==> src/rtl/snn_config_sequencer_if.sv <==
// rtl/snn_config_sequencer_if.sv - command/response bus between the sequencer and the SNN network
interface snn_config_sequencer_if #(
    parameter int ADDR_WIDTH  = 3,
    parameter int CMD_WIDTH   = 3,
    parameter int FLOAT_WIDTH = 8
);
    logic                   net_rst;
    logic [ADDR_WIDTH-1:0]  net_addr;
    logic [CMD_WIDTH-1:0]   net_cmd;
    logic [FLOAT_WIDTH-1:0] net_cmd_arg;
    logic                   net_in1;
    logic                   net_in2;
    logic                   net_out;
    logic [31:0]            net_out_time;

    modport master (
        output net_rst, net_addr, net_cmd, net_cmd_arg, net_in1, net_in2,
        input  net_out, net_out_time
    );

    modport slave (
        input  net_rst, net_addr, net_cmd, net_cmd_arg, net_in1, net_in2,
        output net_out, net_out_time
    );
endinterface

==> src/rtl/snn_config_sequencer.sv <==
// rtl/snn_config_sequencer.sv - replays a config table onto the SNN bus, runs one job, captures the result
module snn_config_sequencer #(
    parameter int INT_WIDTH   = 4,
    parameter int FLOAT_WIDTH = 2*INT_WIDTH,
    parameter int CMD_WIDTH   = 3,
    parameter int ADDR_WIDTH  = 3,
    parameter int DEPTH       = 32,
    parameter int PTR_WIDTH   = $clog2(DEPTH)+1,
    parameter int RUN_CYCLES  = 35
) (
    input  logic                                      clk,
    input  logic                                      rst,
    input  logic                                      tbl_we,
    input  logic [PTR_WIDTH-2:0]                      tbl_waddr,
    input  logic [ADDR_WIDTH+CMD_WIDTH+FLOAT_WIDTH-1:0] tbl_wdata,
    input  logic [PTR_WIDTH-1:0]                      tbl_len,
    input  logic                                      start,
    input  logic                                      abort,
    input  logic                                      in1,
    input  logic                                      in2,
    output logic                                      busy,
    output logic                                      done,
    output logic                                      result,
    output logic [31:0]                               result_time,
    snn_config_sequencer_if.master                    net
);
    localparam int ENTRY_W = ADDR_WIDTH + CMD_WIDTH + FLOAT_WIDTH;
    localparam int IDX_W   = PTR_WIDTH - 1;
    localparam int CNT_W   = $clog2(RUN_CYCLES + 1);

    localparam logic [CMD_WIDTH-1:0] CMD_CLEAR = CMD_WIDTH'((1 << CMD_WIDTH) - 3);
    localparam logic [ENTRY_W-1:0]   BUS_IDLE  = {{ADDR_WIDTH{1'b1}}, {(CMD_WIDTH+FLOAT_WIDTH){1'b0}}};
    localparam logic [ENTRY_W-1:0]   BUS_CLEAR = {{ADDR_WIDTH{1'b1}}, CMD_CLEAR, {FLOAT_WIDTH{1'b0}}};
    localparam logic [PTR_WIDTH-1:0] LEN_MAX   = PTR_WIDTH'(DEPTH);
    localparam logic [CNT_W-1:0]     RUN_LAST  = CNT_W'(RUN_CYCLES - 1);

    typedef enum logic [2:0] {
        S_IDLE,
        S_NETRST,
        S_LOAD,
        S_GAP,
        S_CLEAR,
        S_RUN
    } state_t;

    state_t               state;
    logic [ENTRY_W-1:0]   tbl [DEPTH];
    logic [ENTRY_W-1:0]   rd_entry;
    logic [ENTRY_W-1:0]   bus_q;
    logic                 net_rst_q;
    logic                 in1_q;
    logic                 in2_q;
    logic [PTR_WIDTH-1:0] len_q;
    logic [PTR_WIDTH-1:0] idx;
    logic [CNT_W-1:0]     run_cnt;

    // Table only accepts writes between jobs so a running replay never sees a torn program.
    always_ff @(posedge clk) begin
        if (tbl_we && state == S_IDLE) begin
            tbl[tbl_waddr] <= tbl_wdata;
        end
    end

    assign rd_entry = tbl[idx[IDX_W-1:0]];

    always_ff @(posedge clk or negedge rst) begin
        if (!rst) begin
            state       <= S_IDLE;
            busy        <= 1'b0;
            done        <= 1'b0;
            result      <= 1'b0;
            result_time <= '0;
            net_rst_q   <= 1'b1;
            bus_q       <= BUS_IDLE;
            in1_q       <= 1'b0;
            in2_q       <= 1'b0;
            len_q       <= '0;
            idx         <= '0;
            run_cnt     <= '0;
        end else begin
            done <= 1'b0;
            if (abort && state != S_IDLE) begin
                state     <= S_IDLE;
                busy      <= 1'b0;
                net_rst_q <= 1'b1;
                bus_q     <= BUS_IDLE;
            end else begin
                case (state)
                    S_IDLE: begin
                        if (start && !abort) begin
                            state     <= S_NETRST;
                            busy      <= 1'b1;
                            net_rst_q <= 1'b1;
                            bus_q     <= BUS_IDLE;
                            in1_q     <= in1;
                            in2_q     <= in2;
                            len_q     <= (tbl_len > LEN_MAX) ? LEN_MAX : tbl_len;
                            idx       <= '0;
                        end
                    end
                    S_NETRST: begin
                        net_rst_q <= 1'b0;
                        if (len_q == '0) begin
                            state <= S_CLEAR;
                            bus_q <= BUS_CLEAR;
                        end else begin
                            state <= S_LOAD;
                            bus_q <= rd_entry;
                        end
                    end
                    S_LOAD: begin
                        state <= S_GAP;
                        bus_q <= BUS_IDLE;
                        idx   <= idx + PTR_WIDTH'(1);
                    end
                    // idx already points at the next entry; equality with len means the table is exhausted.
                    S_GAP: begin
                        if (idx == len_q) begin
                            state <= S_CLEAR;
                            bus_q <= BUS_CLEAR;
                        end else begin
                            state <= S_LOAD;
                            bus_q <= rd_entry;
                        end
                    end
                    S_CLEAR: begin
                        state   <= S_RUN;
                        bus_q   <= BUS_IDLE;
                        run_cnt <= RUN_LAST;
                    end
                    S_RUN: begin
                        if (run_cnt == '0) begin
                            state       <= S_IDLE;
                            busy        <= 1'b0;
                            done        <= 1'b1;
                            result      <= net.net_out;
                            result_time <= net.net_out_time;
                            net_rst_q   <= 1'b1;
                        end else begin
                            run_cnt <= run_cnt - CNT_W'(1);
                        end
                    end
                    default: begin
                        state <= S_IDLE;
                        busy  <= 1'b0;
                    end
                endcase
            end
        end
    end

    assign net.net_rst     = net_rst_q;
    assign net.net_addr    = bus_q[ENTRY_W-1 -: ADDR_WIDTH];
    assign net.net_cmd     = bus_q[FLOAT_WIDTH +: CMD_WIDTH];
    assign net.net_cmd_arg = bus_q[FLOAT_WIDTH-1:0];
    assign net.net_in1     = in1_q;
    assign net.net_in2     = in2_q;
endmodule

==> src/flat_wrapper.sv <==
// flat-port wrapper written by rule: the top's interface ports become plain ports
module snn_config_sequencer_flat 
#(
    parameter int INT_WIDTH   = 4,
    parameter int FLOAT_WIDTH = 2*INT_WIDTH,
    parameter int CMD_WIDTH   = 3,
    parameter int ADDR_WIDTH  = 3,
    parameter int DEPTH       = 32,
    parameter int PTR_WIDTH   = $clog2(DEPTH)+1,
    parameter int RUN_CYCLES  = 35
)
  (clk, rst, tbl_we, tbl_waddr, tbl_wdata, tbl_len, start, abort, in1, in2, busy, done, result, result_time, net_net_rst, net_net_addr, net_net_cmd, net_net_cmd_arg, net_net_in1, net_net_in2, net_net_out, net_net_out_time);
  snn_config_sequencer_if #(.ADDR_WIDTH(ADDR_WIDTH), .CMD_WIDTH(CMD_WIDTH), .FLOAT_WIDTH(FLOAT_WIDTH)) net_i ();
  input  logic clk;
  input  logic rst;
  input  logic tbl_we;
  input  logic [PTR_WIDTH-2:0] tbl_waddr;
  input  logic [ADDR_WIDTH+CMD_WIDTH+FLOAT_WIDTH-1:0] tbl_wdata;
  input  logic [PTR_WIDTH-1:0] tbl_len;
  input  logic start;
  input  logic abort;
  input  logic in1;
  input  logic in2;
  output logic busy;
  output logic done;
  output logic result;
  output logic [31:0] result_time;
  output wire logic [$bits(net_i.net_rst)-1:0] net_net_rst;
  output wire logic [$bits(net_i.net_addr)-1:0] net_net_addr;
  output wire logic [$bits(net_i.net_cmd)-1:0] net_net_cmd;
  output wire logic [$bits(net_i.net_cmd_arg)-1:0] net_net_cmd_arg;
  output wire logic [$bits(net_i.net_in1)-1:0] net_net_in1;
  output wire logic [$bits(net_i.net_in2)-1:0] net_net_in2;
  input wire logic [$bits(net_i.net_out)-1:0] net_net_out;
  input wire logic [$bits(net_i.net_out_time)-1:0] net_net_out_time;
  assign net_net_rst = net_i.net_rst;
  assign net_net_addr = net_i.net_addr;
  assign net_net_cmd = net_i.net_cmd;
  assign net_net_cmd_arg = net_i.net_cmd_arg;
  assign net_net_in1 = net_i.net_in1;
  assign net_net_in2 = net_i.net_in2;
  assign net_i.net_out = net_net_out;
  assign net_i.net_out_time = net_net_out_time;
  snn_config_sequencer #(.INT_WIDTH(INT_WIDTH), .FLOAT_WIDTH(FLOAT_WIDTH), .CMD_WIDTH(CMD_WIDTH), .ADDR_WIDTH(ADDR_WIDTH), .DEPTH(DEPTH), .PTR_WIDTH(PTR_WIDTH), .RUN_CYCLES(RUN_CYCLES)) u_core (.clk(clk), .rst(rst), .tbl_we(tbl_we), .tbl_waddr(tbl_waddr), .tbl_wdata(tbl_wdata), .tbl_len(tbl_len), .start(start), .abort(abort), .in1(in1), .in2(in2), .busy(busy), .done(done), .result(result), .result_time(result_time), .net(net_i));
endmodule
==> config.mk <==
export PLATFORM = sky130hd
export DESIGN_NAME = snn_config_sequencer_flat
export DESIGN_NICKNAME = d
export VERILOG_FILES = /design/src/rtl/snn_config_sequencer_if.sv /design/src/rtl/snn_config_sequencer.sv /design/src/flat_wrapper.sv
export SDC_FILE = /design/constraint.sdc
export NUM_CORES = 1
export LEC_CHECK = 0
export ABC_AREA = 1
export BUFFER_PORTS_ARGS = -buffer_cell sky130_fd_sc_hd__buf_2
export CAP_MARGIN = 10
export CORE_MARGIN = 2
export CORE_UTILIZATION = 50
export DETAILED_ROUTE_END_ITERATION = 12
export MAX_ROUTING_LAYER = met4
export PLACE_DENSITY = 0.7
export SLEW_MARGIN = 40
export SYNTH_ARGS = -nofsm -noshare
export SYNTH_HDL_FRONTEND = slang
export SYNTH_SLANG_ARGS = --single-unit
==> constraint.sdc <==
create_clock -name clk -period 2 [get_ports clk]
set_input_delay 0 -clock clk [delete_from_list [all_inputs] [get_ports clk]]
set_output_delay 0 -clock clk [all_outputs]
set_load 0.05 [all_outputs]
==> flow_summary.ini <==
[clock_tree]
post-cts-setup-buffer-count = 0
clock_path_buffers = 3
h-tree-depth = 2
cts_buffers = 52
cts.clk_slew.worst_paths_ns = 0.06
cts_tree = yes
clk_latency_ns = 0.61
clock_sinks = 521
clk_root_buffer_cell = clkbuf_16

[place]
gp_congestion = 0.887
dpl.hpwl_um = 34300
io_buffers = 116
place_area_sq_um = 23400

[logic_synthesis]
yosysWarnings = 0
yosys.cell_types.count = 29
synth_area_per_cell_sq_um = 11.1
ys_ff_latch = 521
ys_top_cells_by_count = 564 x nand2_1, 448 x edfxtp_1, 179 x nand3_1, 167 x nor2_1, 116 x inv_1
syn-num-nets = 1978
syn-cell-area_sq_um = 21300
synth.largest_area_cell = edfxtp_1
synth_most_common_cell = nand2_1
synth_ff_type = edfxtp_1
syn_inst = 1910
async_reset_ff_share_pct = 14.0
synth_edf_count = 448
synth_area_leaders = edfxtp_1 63%, nand2_1 9.9%, dfrtp_1 8.1%
synth_top_area_share_pct = 63.2
yosysSeqAreaShare_pct = 71.8

[global_routing]
grt_overflow = 0
grt_pass1_vias = 15100
grt_usage_pct = 26.0
grt_antenna_before_repair = 0
grt_max_degree = 61
grt_pass1_wl_um = 85000

[timing]
hold_viol_final = 52
skew_ns = 0.0274
fmaxAchievable_mhz = 523
rsz0062_at_grt = yes
hold_slack_ns = -0.0282
max_slew_margin_pct = 53.9
final-setup-viol-count = 0
min_period_ns = 1.91
worst_pin_slew_ns = 0.691
slew_violations = 0
period_share_pct = 95.6

[setup_path]
reg2reg_to = u_core.bus_q[6]
cp_num_buf_inv = 2
timing.critical_path.from_type = flip-flop
worst-r2r-setup-slack_ns = 0.09
crit_type = reg2reg
critPathCaptureType = flip-flop
cp_data_required_time_ns = 2.53
cp.arrival_ns = 2.44
cp_cell_sequence = buf_12, buf_16, o21ai_0, o22ai_1, o21ai_1, nand3_1, nand3_1, nand2_1
rr_worst_depth = 8
cp_slowest_cell = dfrtp_4
reg2reg_from = u_core.idx[0]
path_max_fanout = 37
cp_slowest_stage_delay_ns = 0.47
crit_top_cell = nand3_1
cp_top_family = compound AO/OA/AOI/OAI gates

[die]
die_w_um = 210
rows = 75
die_h_um = 210
ios = 117
start_util_pct = 50.8
core_area_sq_um = 41900
die-area_sq_um = 44300

[job]
drv_cap = 0

[worst_hold_path]
hp-class = in2async

[cells_and_area]
syn_to_final_growth_pct = 20.3
final_cell_area_sq_um = 25600
drive_gt1_share_pct = 14.2
diodes = 0
final_nets = 2212

[route]
vias_per_cell = 5.55
ant_nets = 0
routed_wl_um = 54900
drtIter0Drc = 1679
vias = 15100
dr.pass1.iters = 6
routedWlPerCell_um = 20.1
drc = 0

[run_status]
status = finished with violations
violations = hold timing

[pwr]
cellPowerDensity_nw_per_um2 = 1230
p_leak_uw = 0.0102
ir_worst_vdd_v = 0.00102
-- final cells by class --
cell class	count	area (sq um)
timing repair buffer	278	2500
multi-input combinational	1169	5150
clock inverter	19	136
fill	3193	16300
tap	539	674
sequential	521	15300
clock buffer	78	1410
inverter	122	473
-- worst max-delay path by stage --
| stage | startpoint | endpoint | slack [ns] | cells after the start |
|---|---|---|---|---|
| after floorplan | u_core.state[0] | u_core.tbl[0][0] | -0.09 | 5 |
| after global placement | u_core.state[0] | u_core.tbl[4][2] | 0.07 | 8 |
| after detailed placement | u_core.state[0] | u_core.tbl[4][6] | 0.04 | 8 |
| after CTS | u_core.state[0] | u_core.tbl[24][4] | 0.0003 | 8 |
| after global routing | u_core.idx[0] | u_core.bus_q[7] | -0.03 | 10 |
| final | u_core.idx[0] | u_core.bus_q[6] | 0.09 | 8 |
-- cells by family (layout without fill, tap and decap cells) --
group / count (synthesis) / after routing / synth area share, %
xor gates and xnor gates: 5 / 5 / 0.206
and+or+nand+nor: 926 / 926 / 17.6
adders and majority gates: 3 / 3 / 0.176
AOI/OAI and AO/OA: 235 / 235 / 6.09
DFF: 521 / 521 / 71.8
buffers and inverters: 220 / 497 / 4.20
-- repair_timing --
item / 4_1_cts / 5_1_grt
endpoints found under the hold margin: 541 / 0
resized for setup: 1 / 18
endpoints found under the setup margin: 1 / 453
hold buffers: 60 / 0
cloned: 0 / 0
-- layout by cell type, fill, tap and decap left out, types with 2 or more instances in the layout --
cell type	count
nand2_1	562
edfxtp_1	448
nand3_1	179
nor2_1	158
inv_1	116
buf_2	115
a21oi_1	90
o21ai_0	74
dfrtp_1	67
dlygate4sd3_1	60
buf_4	57
clkbuf_16	52
buf_12	41
o211ai_1	36
clkbuf_1	25
o21ai_1	21
clkinv_1	12
nor2_2	9
or2_2	6
xor2_1	5
nor3_1	5
o22ai_1	4
nand4_1	4
a21boi_0	4
clkinv_2	4
buf_6	4
dfstp_2	4
inv_2	3
ha_1	3
o221ai_1	2
nand2_2	2
clkinv_8	2
-- state kept, by name, summed over array words and instances (netlist names), 3 cells and up --
signal	flops
u_core.run_cnt	6
u_core.bus_q	14
u_core.tbl	448
u_core.idx	6
u_core.len_q	6
u_core.state	3
u_core.result_time	32
-- per-layer routing --
| metal | up-vias | GRT usage, % | wire length, um |
|---|---|---|---|
| met5 | - | - | 0 |
| met4 | 0 | 12.4 | 2600 |
| met3 | 148 | 4.62 | 4200 |
| met2 | 657 | 39.8 | 25700 |
| met1 | 7323 | 34.1 | 22500 |
| li1 | 7008 | - | - |
-- report_power, final --
part	leakage [uW]	switching (uW)	internal, uW
Sequential	0.00500	343	12300
Combinational	0.00448	6750	3110
Clock	0.000746	4010	5000
Total	0.0102	11100	20400
-- per-stage QoR --
| step | worst slack (ns) | util, % | TNS, ns | power (uW) | cells |
|---|---|---|---|---|---|
| finish | 0.0872 | 61.1 | 0 | 31500 | 2726 |
| global placement | 0.0681 | 55.8 | 0 | 22200 | 2569 |
| detailed placement | 0.0392 | 55.8 | 0 | 22400 | 2569 |
| CTS | 0.000311 | 61.0 | 0 | 31500 | 2726 |
| floorplan | -0.0920 | - | -41.20 | 18800 | 1910 |
| global route | -0.0303 | 61.1 | -0.400 | 33100 | 2726 |
Note: power is estimated with default switching activity, not from simulation.
